### src/rtl/reg16_byte_loader.sv
// Command/feed stage for the 16-bit E/FunSel register: assembles load words from two
// memory bytes and issues one E pulse per command. Define BYTE_LOADER_BIG_ENDIAN_EN for high-byte-first loads.
module reg16_byte_loader #(
  parameter int TIMEOUT = 255,
  parameter int TMO_W   = 8
) (
  input  logic        Clock,
  input  logic        Reset,
  input  logic        Start,
  input  logic [1:0]  Cmd,
  input  logic [7:0]  DataIn,
  input  logic        DataValid,
  output logic        DataReady,
  output logic [15:0] I,
  output logic        E,
  output logic [1:0]  FunSel,
  output logic        Busy,
  output logic        Done,
  output logic        Error
);

  // Handshake: a byte moves in any cycle where DataValid and DataReady are both high;
  // DataReady is high only while waiting for a byte, and DataValid is ignored otherwise.

  typedef enum logic [2:0] {
    IDLE  = 3'd0,
    BYTE0 = 3'd1,
    BYTE1 = 3'd2,
    ISSUE = 3'd3,
    DONE  = 3'd4
  } state_t;

  localparam logic [1:0]       CMD_LOAD = 2'b10;
  localparam logic [TMO_W-1:0] TMO_LAST = TMO_W'(TIMEOUT - 1);

  state_t           state, state_nxt;
  logic [1:0]       cmd_q;
  logic [1:0]       funsel_q;
  logic [15:0]      i_q;
  logic [TMO_W-1:0] tmo_q, tmo_nxt;
  logic             done_q;
  logic             byte_st;
  logic             xfer;
  logic             tmo_hit;

  always_comb begin
    state_nxt = state;
    tmo_nxt   = tmo_q;
    byte_st   = (state == BYTE0) || (state == BYTE1);
    xfer      = byte_st && DataValid;
    tmo_hit   = byte_st && !DataValid && (tmo_q == TMO_LAST);
    DataReady = byte_st;
    Busy      = (state != IDLE);
    // Reset in the ISSUE cycle must suppress the pulse, so E and Error are gated here.
    E         = (state == ISSUE) && !Reset;
    Error     = tmo_hit && !Reset;
    FunSel    = (state == ISSUE) ? cmd_q : funsel_q;

    case (state)
      IDLE: begin
        tmo_nxt = '0;
        if (Start) state_nxt = (Cmd == CMD_LOAD) ? BYTE0 : ISSUE;
      end
      BYTE0, BYTE1: begin
        if (xfer) begin
          tmo_nxt   = '0;
          state_nxt = (state == BYTE0) ? BYTE1 : ISSUE;
        end else if (tmo_hit) begin
          tmo_nxt   = '0;
          state_nxt = IDLE;
        end else begin
          tmo_nxt = tmo_q + TMO_W'(1);
        end
      end
      ISSUE:   state_nxt = DONE;
      DONE:    state_nxt = IDLE;
      default: state_nxt = IDLE;
    endcase
  end

  always_ff @(posedge Clock) begin
    if (Reset) begin
      state    <= IDLE;
      tmo_q    <= '0;
      cmd_q    <= 2'b00;
      funsel_q <= 2'b00;
      i_q      <= 16'h0000;
      done_q   <= 1'b0;
    end else begin
      state  <= state_nxt;
      tmo_q  <= tmo_nxt;
      done_q <= (state == ISSUE);
      if (state == IDLE && Start) cmd_q <= Cmd;
      if (state == ISSUE) funsel_q <= cmd_q;
      if (xfer) begin
`ifdef BYTE_LOADER_BIG_ENDIAN_EN
        if (state == BYTE0) i_q[15:8] <= DataIn;
        else                i_q[7:0]  <= DataIn;
`else
        if (state == BYTE0) i_q[7:0]  <= DataIn;
        else                i_q[15:8] <= DataIn;
`endif
      end
    end
  end

  assign I    = i_q;
  assign Done = done_q;

endmodule

### config.mk
export PLATFORM = sky130hd
export DESIGN_NAME = reg16_byte_loader
export DESIGN_NICKNAME = d
export VERILOG_FILES = /design/src/rtl/reg16_byte_loader.sv
export SDC_FILE = /design/constraint.sdc
export NUM_CORES = 1
export LEC_CHECK = 0
export ABC_CLOCK_PERIOD_IN_PS = 1420
export CORE_MARGIN = 10
export CORE_UTILIZATION = 43
export CTS_CLUSTER_DIAMETER = 100
export DETAILED_ROUTE_END_ITERATION = 8
export HOLD_SLACK_MARGIN = 0.02
export MAX_ROUTING_LAYER = met4
export PLACE_DENSITY = 0.75
export SETUP_SLACK_MARGIN = 0.05
export SYNTH_ARGS = -nofsm -noshare
export SYNTH_HDL_FRONTEND = slang
export SYNTH_SLANG_ARGS = --single-unit
### constraint.sdc
create_clock -name Clock -period 1.42 [get_ports Clock]
set_clock_uncertainty 0.1 [all_clocks]
set_input_delay 0.284 -clock Clock [delete_from_list [all_inputs] [get_ports Clock]]
set_output_delay 0.284 -clock Clock [all_outputs]
set_load 0.02 [all_outputs]
==> flow_summary.ini <==
[run_status]
status = finished with violations
violations = negative setup slack

[hold_path]
holdPathStages = 2
hold_path_startpoint = I[8]
holdPathEnd = I[8]
timing.hold.worst.class = flip-flop to flip-flop

[detailed_routing]
vias_per_cell = 5.06
wl_per_cell_um = 15.9
via_count = 1381
firstDrtPassIters = 4
drc = 0
drtIter0Drc = 94
drtAntennaViolNets = 0
routed_wl_um = 4350

[logic_synthesis]
synth_cells = 155
yosysUniqueCellTypes = 34
synth_area_leaders = dfxtp_1 (46%), nand2_1 (6.5%), mux2i_1 (5.8%)
synth_seq_cells = 32
async_flop_share_pct = 0
ys.flop_type = dfxtp_1
synth_area_leader_cell = dfxtp_1
synth_area_per_cell_sq_um = 8.98
netlist_area_sq_um = 1390
synth_seq_area_share_pct = 46.0
netlist.area_leader.share_pct = 46.0
syn-num-nets = 171
ys_warn_count = 0
synth_edf_count = 0

[timing]
holdWs_ps = 358
rsz0062_at_grt = true
fin_crit_ps = 1840
setup_viol = 25
tightest_slew_ps = 300
drv_slew = 0
max_freq_ghz = 0.542
hold_violations = 0
layout_setup_ws_ps = -424
timing.slew.headroom_pct = 80.0
period_share_pct = 130

[worst_setup_path]
crit_path_start_kind = flip-flop
cp_max_fo = 3
reg2reg_setup_slack_ps = -250
rr_startpoint = state[1]
criticalPathCategory = flip-flop to primary output
cp.arrival_ps = 1460
reg2reg_depth = 7
r2r-end = I[4]
crit_path_end_kind = primary output
cp.required_ps = 1040

[power_and_ir_drop]
switching_share_pct = 35.7
p_comb_share_pct = 50.1
clkPwrFrac_pct = 21.1
power_density_nw_per_um2 = 1640
ir_drop_mv = 0.959
power.switching_mw = 1.34
intPower_mw = 2.42
p_seq_share_pct = 28.8
p_leak_nw = 0.933

[layout]
fin_nets = 244
final_common_cell = buf_4
layout_common_cells = buf_4 (33), dfxtp_1 (26), nand2_1 (18)
seq_area_sq_um = 648
fillers = 248
num_antenna_cells = 0
area_delta_synth_final_pct = 65.1
multi_input_area_sq_um = 850
finalCoreUtilization_pct = 74.6
drive_gt1_share_pct = 47.6

[die]
num_rows = 20
die_area_sq_um = 5910
core_sq_um = 3080
die_y_um = 76.9
die_w_um = 76.9
start_util_pct = 45.2
ios = 37

[cts]
clkLatencyLatePin_ps = 340
htreeDepth = 2
cts_tree = done
numCtsBuffers = 5
cts_root_buf = clkbuf_4
clkTransAtPathRegs_ps = 110
cts_max_path_buffers = 2
cts.sinks = 32

[placed_design]
portBuffers = 36
dp_slack_ps = -819
gp_congestion = 0.812
dp_hpwl_um = 2930

[global_routing]
grt_pass1_wl_um = 6700
antenna_found_initial = 0
grtUsageTotal_pct = 14.1
grt_max_degree = 21
grt_pass1_vias = 1434
grt_overflow = 0

[flow_run]
drv_cap = 0
[synthesized netlist by cell type, drive strengths merged (4+ instances only)]
library cell and instances:
dfxtp 32, nand2 24, nor2 14, a21oi 13
nor3 11, mux2i 8, nand3 7, buf 5
clkbuf 4, xnor2 4, xor2 4
[metal layers]
layer | GRT usage [%] | routed length, um | vias up
met1 | 15.3 | 1810 | 655
met3 | 4.78 | 269 | 7
met2 | 23.2 | 2200 | 43
li1 | - | - | 676
met4 | 5.39 | 69 | 0
met5 | - | 0 | -
[worst max-delay path: stages (launching register included)]
cell and delay, ps:
dfxtp_2 350, xnor2_1 140, or3_4 360, nor3_4 130
buf_6 140
[cell families (layout without fill, tap and decap cells)]
| family | count (synthesis) | after routing | share of synthesized area [%] |
|---|---|---|---|
| XOR/XNOR | 8 | 8 | 5.04 |
| AND/OR/NAND/NOR | 73 | 73 | 27.3 |
| AO/OA/AOI/OAI | 18 | 18 | 8.36 |
| flip-flops | 32 | 32 | 46.0 |
| multiplexers | 10 | 10 | 7.37 |
| buffers and inverters | 12 | 86 | 4.05 |
| adder cells (fa/ha/maj) | 2 | 2 | 1.80 |
[final cells by class]
class	instances	area share, %
multi-input cells	111	37.0
flip-flops and latches	32	28.2
clock inverters	1	1.31
clock buffers	7	2.83
inverters	3	0.490
repair buffers	75	27.8
well taps	44	2.40
[state kept, by name, summed over array words and instances (netlist names)]
name	flops
I	16
tmo_q	8
state	3
cmd_q	2
funsel_q	2
Done	1
[per-stage QoR]
step                      power (mW)  setup TNS (ps)  cells  area [sq um]
after floorplan                 1.90           -31.8    155          1430
after global placement          2.55           -9680    258          2050
after detailed placement        2.61          -11180    258          2050
after CTS                       3.62           -4170    273          2280
after global routing            3.93           -6110    273          2300
final                           3.76           -4970    273          2300
[power groups by stage]
stage	registers [mW]	logic (mW)	clock network, mW
floorplan	1.17	0.733	0
global placement	1.09	1.46	0
detailed placement	1.10	1.51	0
CTS	1.08	1.74	0.796
global route	1.10	2.00	0.839
finish	1.08	1.89	0.793
[worst max path at each step]
| stage | from | end | slack [ps] |
|---|---|---|---|
| 5_1_grt | state[0] | Error | -480 |
| 2_1_floorplan | tmo_q[2] | Error | -30 |
| 4_1_cts | state[0] | Error | -420 |
| 6_report | state[0] | Error | -420 |
| 3_5_place_dp | DataValid | Error | -820 |
| 3_3_place_gp | DataValid | Error | -780 |
[timing repair]
item	CTS	global route
pin swaps	13	11
buffers inserted	9	1
hold buffers	0	0
endpoints found under the setup margin	43	46
resized for setup	100	34
(Power assumes the default switching activity.)
==> variant (config.mk and constraints unchanged) <==
Encoding of `state_t`: now one-hot (5 bits for 5 states).
--- a/src/rtl/reg16_byte_loader.sv
+++ b/src/rtl/reg16_byte_loader.sv
@@ -22,12 +22,12 @@
   // Handshake: a byte moves in any cycle where DataValid and DataReady are both high;
   // DataReady is high only while waiting for a byte, and DataValid is ignored otherwise.
 
-  typedef enum logic [2:0] {
-    IDLE  = 3'd0,
-    BYTE0 = 3'd1,
-    BYTE1 = 3'd2,
-    ISSUE = 3'd3,
-    DONE  = 3'd4
+  typedef enum logic [4:0] {
+    IDLE  = 5'b00001,
+    BYTE0 = 5'b00010,
+    BYTE1 = 5'b00100,
+    ISSUE = 5'b01000,
+    DONE  = 5'b10000
   } state_t;
 
   localparam logic [1:0]       CMD_LOAD = 2'b10;
Behaviour: same outputs for any inputs over 10 cycles, from zero or initial values and one cycle with Reset high; not proved beyond that.
==> variant against the unedited design <==
The run still ends with negative setup slack left. Sequential share of layout area down 0.71 points. Global-route usage up 2.2 points. Cell area up 10%. Critical path type unchanged. Area after synthesis up 4.9%. Routed wire length up 13%. Setup slack worse by 0.13 ns. Maximum frequency down 6.8%. Sequential cell count up 2. Worst hold slack better by 0.046 ns. Cell count up 4.8%.
Power is not compared: it rests on default switching activity, and its combinational part moved more than twofold at a synthesized area within 25%.
==> variant: results <==
[status]
status = "finished, violations left"
violations = "negative setup slack"

[sta]
slew_headroom = 0.7737
fin_ws_ns = -0.5582
setup_viol = 36

[worst_setup_path]
worstRegToRegCells = 5
r2r-end = "tmo_q[5]$_SDFFE_PP0P_"
worstReg2RegStart = "state[4]$_SDFFE_PP0P_"
crit_slowest_cell = "dfxtp_2"
crit_fanout = 2
critPathArrivalTime_ns = 1.59
endpoint = "Error"

[worst_hold_path]
min_to = "I[10]$_SDFFE_PP0P_"
min_from = "I[10]$_SDFFE_PP0P_"

[finish]
drive_gt1_frac = 0.5125
fillers = 232
layout.nets = 255

[global_routing]
use_met2 = 0.2870
grt_pass1_vias = 1601
grt_use_total = 0.1631
grt_use_met1 = 0.1640
grt_max_degree = 19
grt_use_met3 = 0.05581
grt_pass1_wl_um = 7866

[yosys]
synth_nets = 168
synthTopCellsByCount = "dfxtp_1 (34), nor2_1 (25), mux2i_1 (19)"
synth_area_leaders = "dfxtp_1 (47%), mux2i_1 (13%), nor2_1 (6.4%)"
synth-seq-area-share = 0.4666

[placement]
port_buffers = 36
place_congestion = 0.8269
dp_hpwl_um = 3184
place_area_mm2 = 0.002197

[detailed_routing]
via_count = 1490
wl_met2_um = 2706
drt_iter0_drc = 106
dr_wl_met3_um = 304
wl_met1_um = 1850
avgRoutedWirePerCell_um = 17.19

[power]
p_leak_uw = 0.001100
## variant: changes by cell type after synthesis, moves of 3 or more
cell,delta
a21oi_1,-9
a211oi_1,+4
or3_1,+3
nand2_1,-18
o21ai_0,+4
nor3_1,-5
mux2i_1,+11
nor2_1,+11
## variant: logic make-up (layout without fill, tap and decap cells)
logic type,Yosys count,after routing,share of synthesized area
fa+ha+maj,2,2,0.01715
flops,34,34,0.4666
buf+inv,12,100,0.03430
xor+xnor,5,5,0.03517
mux,21,21,0.1458
simple gates,60,60,0.2178
compound gates,18,18,0.08319
## variant: power breakdown
group	leakage [µW]	switching [µW]	internal (µW)
Clock	0.0000353	309	240
Combinational	0.000786	379	443
Sequential	0.000279	28.9	986
Total	0.00110	718	1670
## variant: metrics by stage
step / total power, µW / instances / setup TNS, ns / hold slack, ns / setup WS, ns
detailed placement: 1570 / 265 / -13.68 / 0.3723 / -0.7850
global placement: 1544 / 265 / -12.37 / 0.3442 / -0.7778
global route: 2510 / 286 / -12.32 / 0.4221 / -0.6432
finish: 2387 / 286 / -10.02 / 0.4043 / -0.5582
floorplan: 1275 / 152 / -1.700 / 0.3279 / -0.2544
CTS: 2267 / 279 / -8.890 / 0.3862 / -0.5299
## variant: final cells by class
| cell class | instances | area, µm² | share of cell area |
|---|---|---|---|
| multi-input cells | 106 | 974.7 | 0.3847 |
| repair buffers | 88 | 729.5 | 0.2879 |
| flip-flops and latches | 34 | 696.9 | 0.2751 |
| well taps | 46 | 57.56 | 0.02272 |
| clock buffers | 7 | 55.05 | 0.02173 |
| inverters | 4 | 15.01 | 0.005926 |
| clock inverters | 1 | 5.005 | 0.001975 |
## variant: what timing repair did
action | in CTS | in global routing
endpoints found under the setup margin | 55 | 54
gates resized for setup | 122 | 32
pin swaps | 12 | 7
gates cloned | 1 | 0
buffers inserted | 5 | 7
